[src/rtl/pixel_frame_sink.sv]
// pixel_frame_sink: receiving end of the raster pixel stream.
// Buffers (x, y, colour) pixels in a small FIFO, drives the VGA adapter plot
// port, checks raster order/range and reports frame completion.
//
// Ports:
//   clk, reset              clock, asynchronous active-high reset
//   in_valid/in_ready       upstream pixel handshake
//   in_x, in_y, in_colour   pixel position and colour
//   plot_en                 VGA adapter may take a pixel this cycle
//   plot, vga_x/y/colour    write strobe and pixel to the VGA adapter
//   frame_done              one-cycle pulse when a whole frame has been plotted
//   pixel_count             in-range pixels accepted in current/last frame
//   frame_count             completed frames (wraps)
//   seq_error               sticky out-of-order / out-of-range flag
module pixel_frame_sink #(
   parameter int unsigned SCREEN_W   = 160,
   parameter int unsigned SCREEN_H   = 120,
   parameter int unsigned COLOUR_W   = 24,
   parameter int unsigned FIFO_DEPTH = 4
) (
   input  logic                clk,
   input  logic                reset,
   input  logic                in_valid,
   output logic                in_ready,
   input  logic [7:0]          in_x,
   input  logic [7:0]          in_y,
   input  logic [COLOUR_W-1:0] in_colour,
   input  logic                plot_en,
   output logic                plot,
   output logic [7:0]          vga_x,
   output logic [7:0]          vga_y,
   output logic [COLOUR_W-1:0] vga_colour,
   output logic                frame_done,
   output logic [14:0]         pixel_count,
   output logic [7:0]          frame_count,
   output logic                seq_error
);

   localparam int unsigned PTR_W   = $clog2(FIFO_DEPTH);
   localparam int unsigned ENTRY_W = 16 + COLOUR_W;

   typedef enum logic [1:0] {S_IDLE, S_STREAM, S_FLUSH, S_DONE} state_t;

   state_t r_state;
   state_t w_state_nxt;

   logic [ENTRY_W-1:0] r_mem [FIFO_DEPTH];
   logic [PTR_W:0]     r_wr_ptr;
   logic [PTR_W:0]     r_rd_ptr;

   logic [7:0]          r_ex;
   logic [7:0]          r_ey;
   logic                r_plot;
   logic [7:0]          r_vga_x;
   logic [7:0]          r_vga_y;
   logic [COLOUR_W-1:0] r_vga_colour;
   logic                r_frame_done;
   logic [14:0]         r_pixel_count;
   logic [7:0]          r_frame_count;
   logic                r_seq_error;

   logic                w_empty;
   logic                w_full;
   logic                w_accept;
   logic                w_in_range;
   logic                w_at_last;
   logic                w_at_eol;
   logic                w_push;
   logic                w_pop;
   logic                w_flush_exit;
   logic [ENTRY_W-1:0]  w_head;

   // FIFO status from extended pointers (MSB distinguishes full from empty)
   assign w_empty = (r_wr_ptr == r_rd_ptr);
   assign w_full  = (r_wr_ptr[PTR_W] != r_rd_ptr[PTR_W]) &&
                    (r_wr_ptr[PTR_W-1:0] == r_rd_ptr[PTR_W-1:0]);

   // Full blocks accept even when a pop happens in the same cycle
   assign in_ready   = !reset && !w_full && ((r_state == S_IDLE) || (r_state == S_STREAM));
   assign w_accept   = in_valid && in_ready;
   assign w_in_range = ({1'b0, in_x} < 9'(SCREEN_W)) && ({1'b0, in_y} < 9'(SCREEN_H));
   assign w_at_eol   = (r_ex == 8'(SCREEN_W - 1));
   assign w_at_last  = w_at_eol && (r_ey == 8'(SCREEN_H - 1));
   assign w_push     = w_accept && w_in_range;
   assign w_pop      = !w_empty && plot_en;
   assign w_head     = r_mem[r_rd_ptr[PTR_W-1:0]];

   // Frame is finished once the buffer is drained and the last plot strobe is gone
   assign w_flush_exit = (r_state == S_FLUSH) && w_empty && !r_plot;

   // FSM state register
   always_ff @(posedge clk or posedge reset) begin
      if (reset) r_state <= S_IDLE;
      else       r_state <= w_state_nxt;
   end

   // FSM next-state logic
   always_comb begin
      w_state_nxt = r_state;
      case (r_state)
         S_IDLE: begin
            if (w_accept) w_state_nxt = w_at_last ? S_FLUSH : S_STREAM;
         end
         S_STREAM: begin
            if (w_accept && w_at_last) w_state_nxt = S_FLUSH;
         end
         S_FLUSH: begin
            if (w_flush_exit) w_state_nxt = S_DONE;
         end
         S_DONE: begin
            w_state_nxt = S_IDLE;
         end
         default: w_state_nxt = S_IDLE;
      endcase
   end

   // Pixel storage; contents are don't-care while the pointers say empty
   always_ff @(posedge clk) begin
      if (w_push) r_mem[r_wr_ptr[PTR_W-1:0]] <= {in_x, in_y, in_colour};
   end

   // FIFO pointers
   always_ff @(posedge clk or posedge reset) begin
      if (reset) begin
         r_wr_ptr <= '0;
         r_rd_ptr <= '0;
      end else begin
         if (w_push) r_wr_ptr <= r_wr_ptr + (PTR_W+1)'(1);
         if (w_pop)  r_rd_ptr <= r_rd_ptr + (PTR_W+1)'(1);
      end
   end

   // Plot port: strobe follows a pop by one cycle, pixel fields hold otherwise
   always_ff @(posedge clk or posedge reset) begin
      if (reset) begin
         r_plot       <= 1'b0;
         r_vga_x      <= '0;
         r_vga_y      <= '0;
         r_vga_colour <= '0;
      end else begin
         r_plot <= w_pop;
         if (w_pop) begin
            r_vga_x      <= w_head[ENTRY_W-1 -: 8];
            r_vga_y      <= w_head[ENTRY_W-9 -: 8];
            r_vga_colour <= w_head[COLOUR_W-1:0];
         end
      end
   end

   // Raster position tracking and sticky error
   always_ff @(posedge clk or posedge reset) begin
      if (reset) begin
         r_ex        <= '0;
         r_ey        <= '0;
         r_seq_error <= 1'b0;
      end else if (w_accept) begin
         if (!w_in_range || (in_x != r_ex) || (in_y != r_ey)) r_seq_error <= 1'b1;
         if (w_at_last) begin
            r_ex <= '0;
            r_ey <= '0;
         end else if (w_at_eol) begin
            r_ex <= '0;
            r_ey <= r_ey + 8'd1;
         end else begin
            r_ex <= r_ex + 8'd1;
         end
      end
   end

   // Frame statistics; pixel_count restarts on the first accept of a frame
   always_ff @(posedge clk or posedge reset) begin
      if (reset) begin
         r_pixel_count <= '0;
         r_frame_count <= '0;
         r_frame_done  <= 1'b0;
      end else begin
         r_frame_done <= w_flush_exit;
         if (w_flush_exit) r_frame_count <= r_frame_count + 8'd1;
         if (w_accept) begin
            if (r_state == S_IDLE)  r_pixel_count <= w_in_range ? 15'd1 : 15'd0;
            else if (w_in_range)    r_pixel_count <= r_pixel_count + 15'd1;
         end
      end
   end

   assign plot        = r_plot;
   assign vga_x       = r_vga_x;
   assign vga_y       = r_vga_y;
   assign vga_colour  = r_vga_colour;
   assign frame_done  = r_frame_done;
   assign pixel_count = r_pixel_count;
   assign frame_count = r_frame_count;
   assign seq_error   = r_seq_error;

endmodule

[config.mk]
export PLATFORM = sky130hd
export DESIGN_NAME = pixel_frame_sink
export DESIGN_NICKNAME = d
export VERILOG_FILES = /design/src/rtl/pixel_frame_sink.sv
export SDC_FILE = /design/constraint.sdc
export NUM_CORES = 1
export LEC_CHECK = 0
export ABC_AREA = 1
export BUFFER_PORTS_ARGS = -buffer_cell sky130_fd_sc_hd__buf_2
export CAP_MARGIN = 15
export CORE_UTILIZATION = 24
export DETAILED_ROUTE_END_ITERATION = 10
export SLEW_MARGIN = 10
export SYNTH_ARGS = -nofsm -noshare
export SYNTH_HDL_FRONTEND = slang
export SYNTH_SLANG_ARGS = --single-unit
[constraint.sdc]
create_clock -name clk -period 4.9 [get_ports clk]
set_clock_uncertainty 0.1 [all_clocks]
set_input_delay 0 -clock clk [delete_from_list [all_inputs] [get_ports clk]]
set_output_delay 0 -clock clk [all_outputs]
set_load 0.02 [all_outputs]
==> flow_summary.json, run 1 <==
{
  "outcome": "completed",
  "drt_first_pass_iters": 4,
  "grt_pass1_wl_um": 41230,
  "vias_per_cell": 4.287,
  "wl_um": 26060,
  "clk_path_buf_depth": 3,
  "fmax_mhz": 321.3,
  "drv_cap": 0,
  "crit_start": "r_state[0]",
  "area_delta_synth_final_pct": 23.92,
  "nFillCells": 4393,
  "required_ps": 5050,
  "wl_per_cell_um": 15.12,
  "io_buffers": 110,
  "synthMuxAreaShare": 0,
  "maxSlewViolCount": 0,
  "fin_tns_setup_ps": 0,
  "syn_area_per_cell_um2": 10.85,
  "synth_compound_area_frac": 0.08402,
  "synthesis.nets": 1024,
  "ys_seq_elements": 250,
  "timing.slew.headroom": 0.3271,
  "cts_tree": "done",
  "root_buffer": "clkbuf_16",
  "critPathKind": "reg -> reg",
  "synth_top_family_by_area": "simple AND/OR/NAND/NOR gates",
  "peakVddDrop_v": 0.0003282,
  "place_congestion": 0.7885,
  "die_w_um": 211.2,
  "htreeDepth": 1,
  "min_period_over_period": 0.6352,
  "final_cell_mix": "nor2_1, edfxtp_1, buf_2, nand2_1, o21ai_0",
  "crit_path_start_kind": "flop",
  "grt_max_degree": 82,
  "tightest_slew_ps": 1008,
  "yosys.area_share.adder": 0.01430,
  "core_um2": 43080,
  "register_area_um2": 7062,
  "cts-resized-gates": 0,
  "r2r_start": "r_state[0]",
  "synthXorXnorAreaFrac": 0.02240,
  "grt.total_usage": 0.1184,
  "rows": 76,
  "grt_pass1_vias": 7319,
  "fin_worst_hold_slack_ps": 65.50,
  "die_height_um": 211.2,
  "utilization": 0.3020,
  "drt_iter0_drc": 428,
  "synth-seq-area-share": 0.6721,
  "p_leak_nw": 5.066,
  "rsz0062_at_grt": "false",
  "path_max_fanout": 28,
  "overflow": 0,
  "setup_violations": 0,
  "synth-warning-count": 0,
  "drcViolationCount": 0,
  "multi_input_area_um2": 3017,
  "finalCriticalPeriod_ps": 3113,
  "insertion_delay_ps": 550,
  "cts_made_buffers": 26,
  "power_density_nw_per_um2": 537.4,
  "nets": 1174,
  "synth_area_um2": 10500,
  "cp-end-kind": "flop",
  "grt_antenna_before_repair": 1,
  "die_area_um2": 44590,
  "hpwl_um": 16570,
  "initial_core_util": 0.2437,
  "hold_viol_final": 0,
  "power_mw": 6.991,
  "layout_commonest_cell": "nor2_1",
  "cts.sinks": 250,
  "drtAntennaViolNets": 0,
  "yosysUniqueCellTypes": 34,
  "num_vias": 7391,
  "io_pins": 111,
  "worstPathArrival_ps": 3260,
  "path_clk_slew_ps": 60,
  "layout-drive-gt1-share": 0.1670,
  "hold_class": "in -> async",
  "synthCells": 968,
  "synth-simple-area-share": 0.1645
}
==> power breakdown <==
group	leakage (nW)	internal, mW	switching (mW)
Sequential	2.50	2.57	0.253
Combinational	2.13	0.684	1.44
Clock	0.434	1.20	0.845
Total	5.07	4.45	2.54
==> layer usage <==
layer,track usage,wire [µm],vias up
met5,0,0,-
met4,0.02949,403,0
met3,0.02632,1402,27
met2,0.1958,12440,152
met1,0.1562,11820,3598
li1,-,-,3614
==> layout make-up <==
| class | instances | share of cell area |
|---|---|---|
| sequential | 250 | 0.5428 |
| timing repair buffer | 163 | 0.08117 |
| multi-input combinational | 613 | 0.2319 |
| inverter | 64 | 0.01914 |
| clock inverter | 12 | 0.01337 |
| tap | 585 | 0.05626 |
| clock buffer | 36 | 0.05520 |
| antenna | 1 | 0.0001923 |
==> registers in the layout (all words and copies together), names as in the netlist, 8 cells and up <==
signal and count:
frame_count 8, vga_x 8, vga_colour 24, r_ex 8
r_ey 8, vga_y 8, r_mem 160, pixel_count 15
==> cell families (layout without fill, tap and decap cells) <==
logic type,after synthesis,in the layout
simple gates,411,411
fa+ha+maj,12,12
other cells,0,1
xor+xnor,26,26
buf+inv,105,275
compound gates,164,164
flops,250,250
==> critical path: stages (launching register included) <==
cell and delay [ps]:
dfrtp_1 400, inv_1 90, ha_1 290, nor2_1 80, nor2_1 200, nand3_4 250, nor2_8 230, inv_2 100
nor2_4 710, buf_4 360
==> Yosys cell counts (all sizes together) <==
| cell type | count | area, µm² |
|---|---|---|
| nor2 | 241 | 935.9 |
| edfxtp | 160 | 4805 |
| o21ai | 114 | 574.3 |
| nand2 | 102 | 390.4 |
| dfrtp | 90 | 2252 |
| inv | 63 | 241.5 |
| a31oi | 40 | 250.2 |
| nand3 | 28 | 162.7 |
| clkbuf | 26 | 97.59 |
| nand4 | 21 | 131.4 |
| xor2 | 20 | 175.2 |
| buf | 15 | 103.9 |
| nor3 | 14 | 75.07 |
| ha | 12 | 150.1 |
| a21oi | 7 | 35.03 |
| xnor2 | 6 | 60.06 |
| or2 | 4 | 25.02 |
| o31ai | 2 | 15.01 |
| clkinv | 1 | 5.000 |
| nor4 | 1 | 6.260 |
| o211ai | 1 | 7.510 |
==> timing repair <==
action,4_1_cts,5_1_grt
endpoints found under the setup margin,0,0
buffers inserted,0,0
hold endpoints to repair,237,0
hold buffers,43,0
==> path summary, 6_finish.rpt <==
path	depth (start not counted)	to	slack (ps)
max reg2reg	9	r_mem[2][39]	1790
min	3	r_state[0]	70
max in group asynchronous	4	vga_x[6]	3560
max	9	r_mem[2][39]	1790
min reg2reg	2	seq_error	400
min in group clk	2	r_mem[1][13]	100
==> metrics by stage <==
stage | std cells | setup slack [ps] | cell area [µm²]
finish | 1724 | 1787 | 13010
CTS | 1722 | 1694 | 13000
detailed placement | 1631 | 1700 | 11680
global route | 1724 | 1466 | 13010
global placement | 1631 | 1778 | 11680
floorplan | 968 | 1243 | 10500
Note: power is estimated with default switching activity, not from simulation.
==> inputs of run 2 (changes only) <==
Clock period 4.9 ns to 2.5 ns, I/O delays scaled along.
==> flow_summary.json, run 2 (same netlist as run 1, synthesis figures left out) <==
{
  "outcome": "completed",
  "wl_um": 25640,
  "r2r_slack_ps": 330,
  "grt_pass1_vias": 7274,
  "final_area_um2": 13200,
  "cts.sinks": 250,
  "seqPwrFrac": 0.396,
  "grt_pass1_wl_um": 40230,
  "hold_class": "in -> async",
  "overflow": 0,
  "cp-end-kind": "flop",
  "final_cell_mix": "nor2_1, edfxtp_1, buf_2, nand2_1, o21ai_0",
  "drcViolationCount": 0,
  "insertion_delay_ps": 550,
  "wl_per_cell_um": 14.76,
  "min_period_over_period": 0.8674,
  "worst_slack_ps": 331.5,
  "cp_slowest_stage_delay_ps": 390,
  "place_ws_ps": 318.6,
  "p_switching_mw": 4.936,
  "io_buffers": 110,
  "utilization": 0.3064,
  "r2r_cells": 9,
  "rows": 76,
  "crit_start": "r_state[1]",
  "drtAntennaViolNets": 0,
  "timing.slew.headroom": 0.5539,
  "nFillCells": 4368,
  "path_max_fanout": 11,
  "rsz0062_at_grt": "false",
  "cts_made_buffers": 27,
  "drt_iter0_drc": 480,
  "critPathKind": "reg -> reg",
  "setup_violations": 0,
  "r2r_start": "r_state[1]",
  "peakVddDrop_v": 0.0004603,
  "maxSlewViolCount": 0,
  "grt_antenna_before_repair": 2,
  "drv_cap": 0,
  "worstPathArrival_ps": 2310,
  "die_area_um2": 44590,
  "grt_max_degree": 49,
  "path_cells": "inv_1 -> ha_1 -> nor2_1 -> nor2_2 -> nand3_4 -> nor2_8 -> inv_2 -> nor2_4 -> buf_4",
  "swShare": 0.3566,
  "largest_reg_flops": 160,
  "power_density_nw_per_um2": 1049,
  "diodes": 0,
  "vias_per_cell": 4.305,
  "combPwrFrac": 0.312,
  "die_height_um": 211.2,
  "slowest_stage": "dfrtp_1",
  "p_clk_frac": 0.291,
  "nets": 1187,
  "finalCriticalPeriod_ps": 2169,
  "p_leak_nw": 5.159,
  "dpl_cell_area_um2": 11860,
  "required_ps": 2650,
  "power_mw": 13.84,
  "core_um2": 43080,
  "root_buffer": "clkbuf_16",
  "register_area_um2": 7062,
  "grt.total_usage": 0.1152,
  "cts_tree": "done",
  "layout-drive-gt1-share": 0.1788,
  "io_pins": 111,
  "initial_core_util": 0.2437,
  "intPower_mw": 8.906,
  "area_delta_synth_final_pct": 25.72,
  "tightest_slew_ps": 669.1,
  "layout_commonest_cell": "nor2_1",
  "cts_setup_buffers": 0,
  "hpwl_um": 17060,
  "path_clk_slew_ps": 60,
  "place_congestion": 0.7884,
  "hold_viol_final": 0,
  "clk_path_buf_depth": 3,
  "crit_path_start_kind": "flop",
  "cts-resized-gates": 0,
  "fmax_mhz": 461.1,
  "htreeDepth": 1,
  "multi_input_area_um2": 3022,
  "worst_r2r_endpoint": "r_mem[0][4]",
  "num_vias": 7477,
  "die_w_um": 211.2,
  "drt_first_pass_iters": 5,
  "fin_tns_setup_ps": 0
}
## run 2: cell count changes in the layout (fill, tap and decap cells not counted), sizes merged
cell / before / now
buf: 120 / 132
clkbuf: 36 / 37
clkinvlp: 0 / 1
diode: 1 / 0
## run 2: stage by stage
step	hold WS, ps	cells
2_1_floorplan	-1.131	968
3_3_place_gp	105.2	1644
3_5_place_dp	115.1	1644
4_1_cts	63.05	1737
5_1_grt	96.42	1737
6_report	50.33	1737
## run 2: metal layers
layer	vias up	global-route usage	wire, µm
li1	3634	-	-
met1	3613	0.1483	11310
met3	37	0.02349	1385
met2	189	0.1924	12370
met4	4	0.03798	563
met5	-	0	20
## run 2: critical path: cells and delay by family (launching register included)
family | cells | cell delay [ps]
simple gates | 5 | 760
flops | 1 | 390
fa+ha+maj | 1 | 180
buf+inv | 3 | 440
## run 2: power by group through the flow
stage / sequential (mW) / clock, mW / combinational, mW
after floorplan: 5.93 / 0 / 2.52
after global placement: 5.55 / 0 / 4.27
after detailed placement: 5.57 / 0 / 4.34
after CTS: 5.50 / 4.17 / 4.42
after global routing: 5.57 / 4.31 / 4.89
final: 5.48 / 4.03 / 4.32
## run 2: timing repair
item                                   in CTS  in global routing
setup endpoints to repair                   0                  0
endpoints found under the hold margin     248                  0
hold buffers                               43                  0
## run 2: final cells by class
class / instances / share of cell area
flip-flops and latches: 250 / 0.5350
clock inverters: 13 / 0.01185
clock buffers: 37 / 0.05707
well taps: 585 / 0.05546
repair buffers: 175 / 0.09252
inverters: 64 / 0.01915
multi-input cells: 613 / 0.2289
## run 2: worst max-delay path by stage
stage,slack [ps],to,depth (start not counted)
after global placement,370,r_mem[0][1],9
after global routing,170,r_mem[0][21],9
after floorplan,4,r_mem[0][0],9
after CTS,300,r_mem[0][20],9
final,330,r_mem[0][4],9
after detailed placement,320,r_mem[0][4],9
==> inputs of run 3 (changes only) <==
Settings changed: ABC_AREA 1 to not set.
==> flow_summary.json, run 3 <==
{
  "outcome": "completed",
  "crit_path_start_kind": "flop",
  "synth_top_area_share": 0.4724,
  "layout-drive-gt1-share": 0.3397,
  "die_height_um": 207.9,
  "hpwl_um": 15390,
  "p_leak_nw": 4.758,
  "cp-end-kind": "flop",
  "peakVddDrop_v": 0.0004180,
  "synthCells": 592,
  "hold_viol_final": 0,
  "wl_um": 22960,
  "yosysMostFrequentCell": "edfxtp_1",
  "diodes": 0,
  "grt_antenna_before_repair": 0,
  "slowest_stage": "or2_2",
  "netlist_top_cells_area": "edfxtp_1, dfrtp_1, mux4_2",
  "io_pins": 111,
  "power_density_nw_per_um2": 983.8,
  "hold_class": "in -> async",
  "required_ps": 2800,
  "die_area_um2": 43210,
  "drt_iter0_drc": 274,
  "overflow": 0,
  "cts_tree": "done",
  "fin_worst_hold_slack_ps": 14.23,
  "maxSlewViolCount": 0,
  "min_period_over_period": 0.8746,
  "place_congestion": 0.7743,
  "grt_pass1_vias": 6059,
  "yosysTopAreaCell": "edfxtp_1",
  "final_cell_mix": "edfxtp_1, buf_2, dfrtp_1, dlygate4sd3_1, mux2_2",
  "io_buffers": 110,
  "root_buffer": "clkbuf_16",
  "worstPathArrival_ps": 2490,
  "path_cells": "inv_1 -> ha_1 -> buf_4 -> or2_2 -> o311ai_1 -> clkbuf_2 -> nor3_1 -> a21oi_1 -> o21ai_0",
  "fmax_mhz": 457.3,
  "synth_common_cells": "edfxtp_1, dfrtp_1, mux2_2",
  "die_w_um": 207.9,
  "cp_slowest_stage_delay_ps": 360,
  "tightest_slew_ps": 635.1,
  "setup_violations": 0,
  "drt_first_pass_iters": 4,
  "drv_cap": 0,
  "initial_core_util": 0.2430,
  "vias_per_cell": 4.386,
  "synthMuxAreaShare": 0.1395,
  "largest_reg_flops": 160,
  "cts.sinks": 250,
  "synth_edf_count": 160,
  "rsz0062_at_grt": "false",
  "rows": 75,
  "grt.total_usage": 0.1079,
  "grt_max_degree": 41,
  "synth_area_um2": 10170,
  "critPathKind": "reg -> reg",
  "area_delta_synth_final_pct": 25.69,
  "wl_per_cell_um": 17.29,
  "synth-seq-area-share": 0.6938,
  "synth-main-ff-cell": "edfxtp_1",
  "core_um2": 41850,
  "synth_top_family_by_area": "multiplexers",
  "drcViolationCount": 0,
  "ys_seq_elements": 250,
  "num_vias": 5825,
  "synthesis.nets": 648,
  "insertion_delay_ps": 530,
  "fin_tns_setup_ps": 0,
  "cts_made_buffers": 26,
  "yosys.area_share.adder": 0.01476,
  "layout_commonest_cell": "edfxtp_1",
  "timing.slew.headroom": 0.5699,
  "synth_compound_area_frac": 0.04416,
  "clk_path_buf_depth": 3,
  "nFillCells": 4138,
  "crit_family": "buffers and inverters",
  "ys_async_sr_fraction": 0.3600,
  "synth-warning-count": 0,
  "yosysUniqueCellTypes": 46,
  "synthXorXnorAreaFrac": 0.03506,
  "syn_area_per_cell_um2": 17.18,
  "grt_pass1_wl_um": 35890,
  "path_clk_slew_ps": 60,
  "synth-simple-area-share": 0.05499,
  "path_max_fanout": 21,
  "cp_num_buf_inv": 3,
  "nets": 825,
  "finalCriticalPeriod_ps": 2187,
  "drtAntennaViolNets": 0,
  "htreeDepth": 1
}
-- run 3: cell count changes in the layout (fill, tap and decap cells not counted), sizes merged, moves of 12 or more --
cell,before,now
nor2,241,5
o21ai,114,25
nand2,102,28
inv,63,12
mux2,0,43
mux4,0,40
a31oi,40,7
xnor2,6,24
nand3,28,13
and3,0,12
-- run 3: report_power, final --
| part | switching (mW) | internal [mW] |
|---|---|---|
| clock network | 1.53 | 2.08 |
| logic | 1.92 | 1.68 |
| registers | 0.382 | 5.00 |
-- run 3: routing by layer --
layer | track usage | up-vias | part of all wire
met1 | 0.1444 | 3010 | 0.46
met5 | 0 | - | 0
met4 | 0.03704 | 0 | 0.022
met3 | 0.02572 | 33 | 0.052
met2 | 0.1710 | 122 | 0.47
li1 | - | 2660 | -
-- run 3: final cells by class --
cell class	count	area, µm²	area share
flip-flops and latches	250	7062	0.5524
multi-input cells	303	2939	0.2299
repair buffers	176	1264	0.09885
clock buffers	41	758.2	0.05931
well taps	539	674.4	0.05276
inverters	12	47.55	0.003719
clock inverters	7	38.79	0.003034
-- run 3: timing repair --
action / 4_1_cts / 5_1_grt
gates resized for setup: 0 / 0
endpoints found under the hold margin: 260 / 0
setup buffers: 0 / 0
endpoints found under the setup margin: 0 / 0
hold buffers: 43 / 0
-- run 3: metrics by stage --
step	setup slack, ps	power [mW]	utilization	instances	cell area, µm²
after floorplan	16.52	7.888	-	592	10180
after global placement	305.8	9.033	0.2760	1236	11550
after detailed placement	232.5	9.090	0.2760	1236	11550
after CTS	209.5	12.82	0.3053	1327	12780
after global routing	144.5	13.25	0.3054	1328	12780
final	313.4	12.58	0.3054	1328	12780
-- run 3: cells by family (layout without fill, tap and decap cells) --
| logic type | count (synthesis) | in the layout |
|---|---|---|
| simple gates | 100 | 100 |
| flops | 250 | 250 |
| xor+xnor | 39 | 39 |
| fa+ha+maj | 12 | 12 |
| mux | 86 | 86 |
| buf+inv | 39 | 236 |
| compound gates | 66 | 66 |
-- run 3: path summary, 6_finish.rpt --
path / slack (ps) / from / to / cells past startpoint
max in group asynchronous: 1560 / reset / frame_count[7] / 4
worst max-delay path: 310 / r_state[0] / r_ex[3] / 9
min in group clk: 120 / in_colour[9] / r_mem[0][9] / 2
worst min-delay path: 10 / reset / vga_colour[11] / 3
worst min register to register: 380 / frame_count[7] / frame_count[7] / 1
worst max register to register: 310 / r_state[0] / r_ex[3] / 9
-- run 3: worst min-delay path: stages --
cell           delay [ps]
dlygate4sd3_1         550
buf_2                 170
inv_4                 370
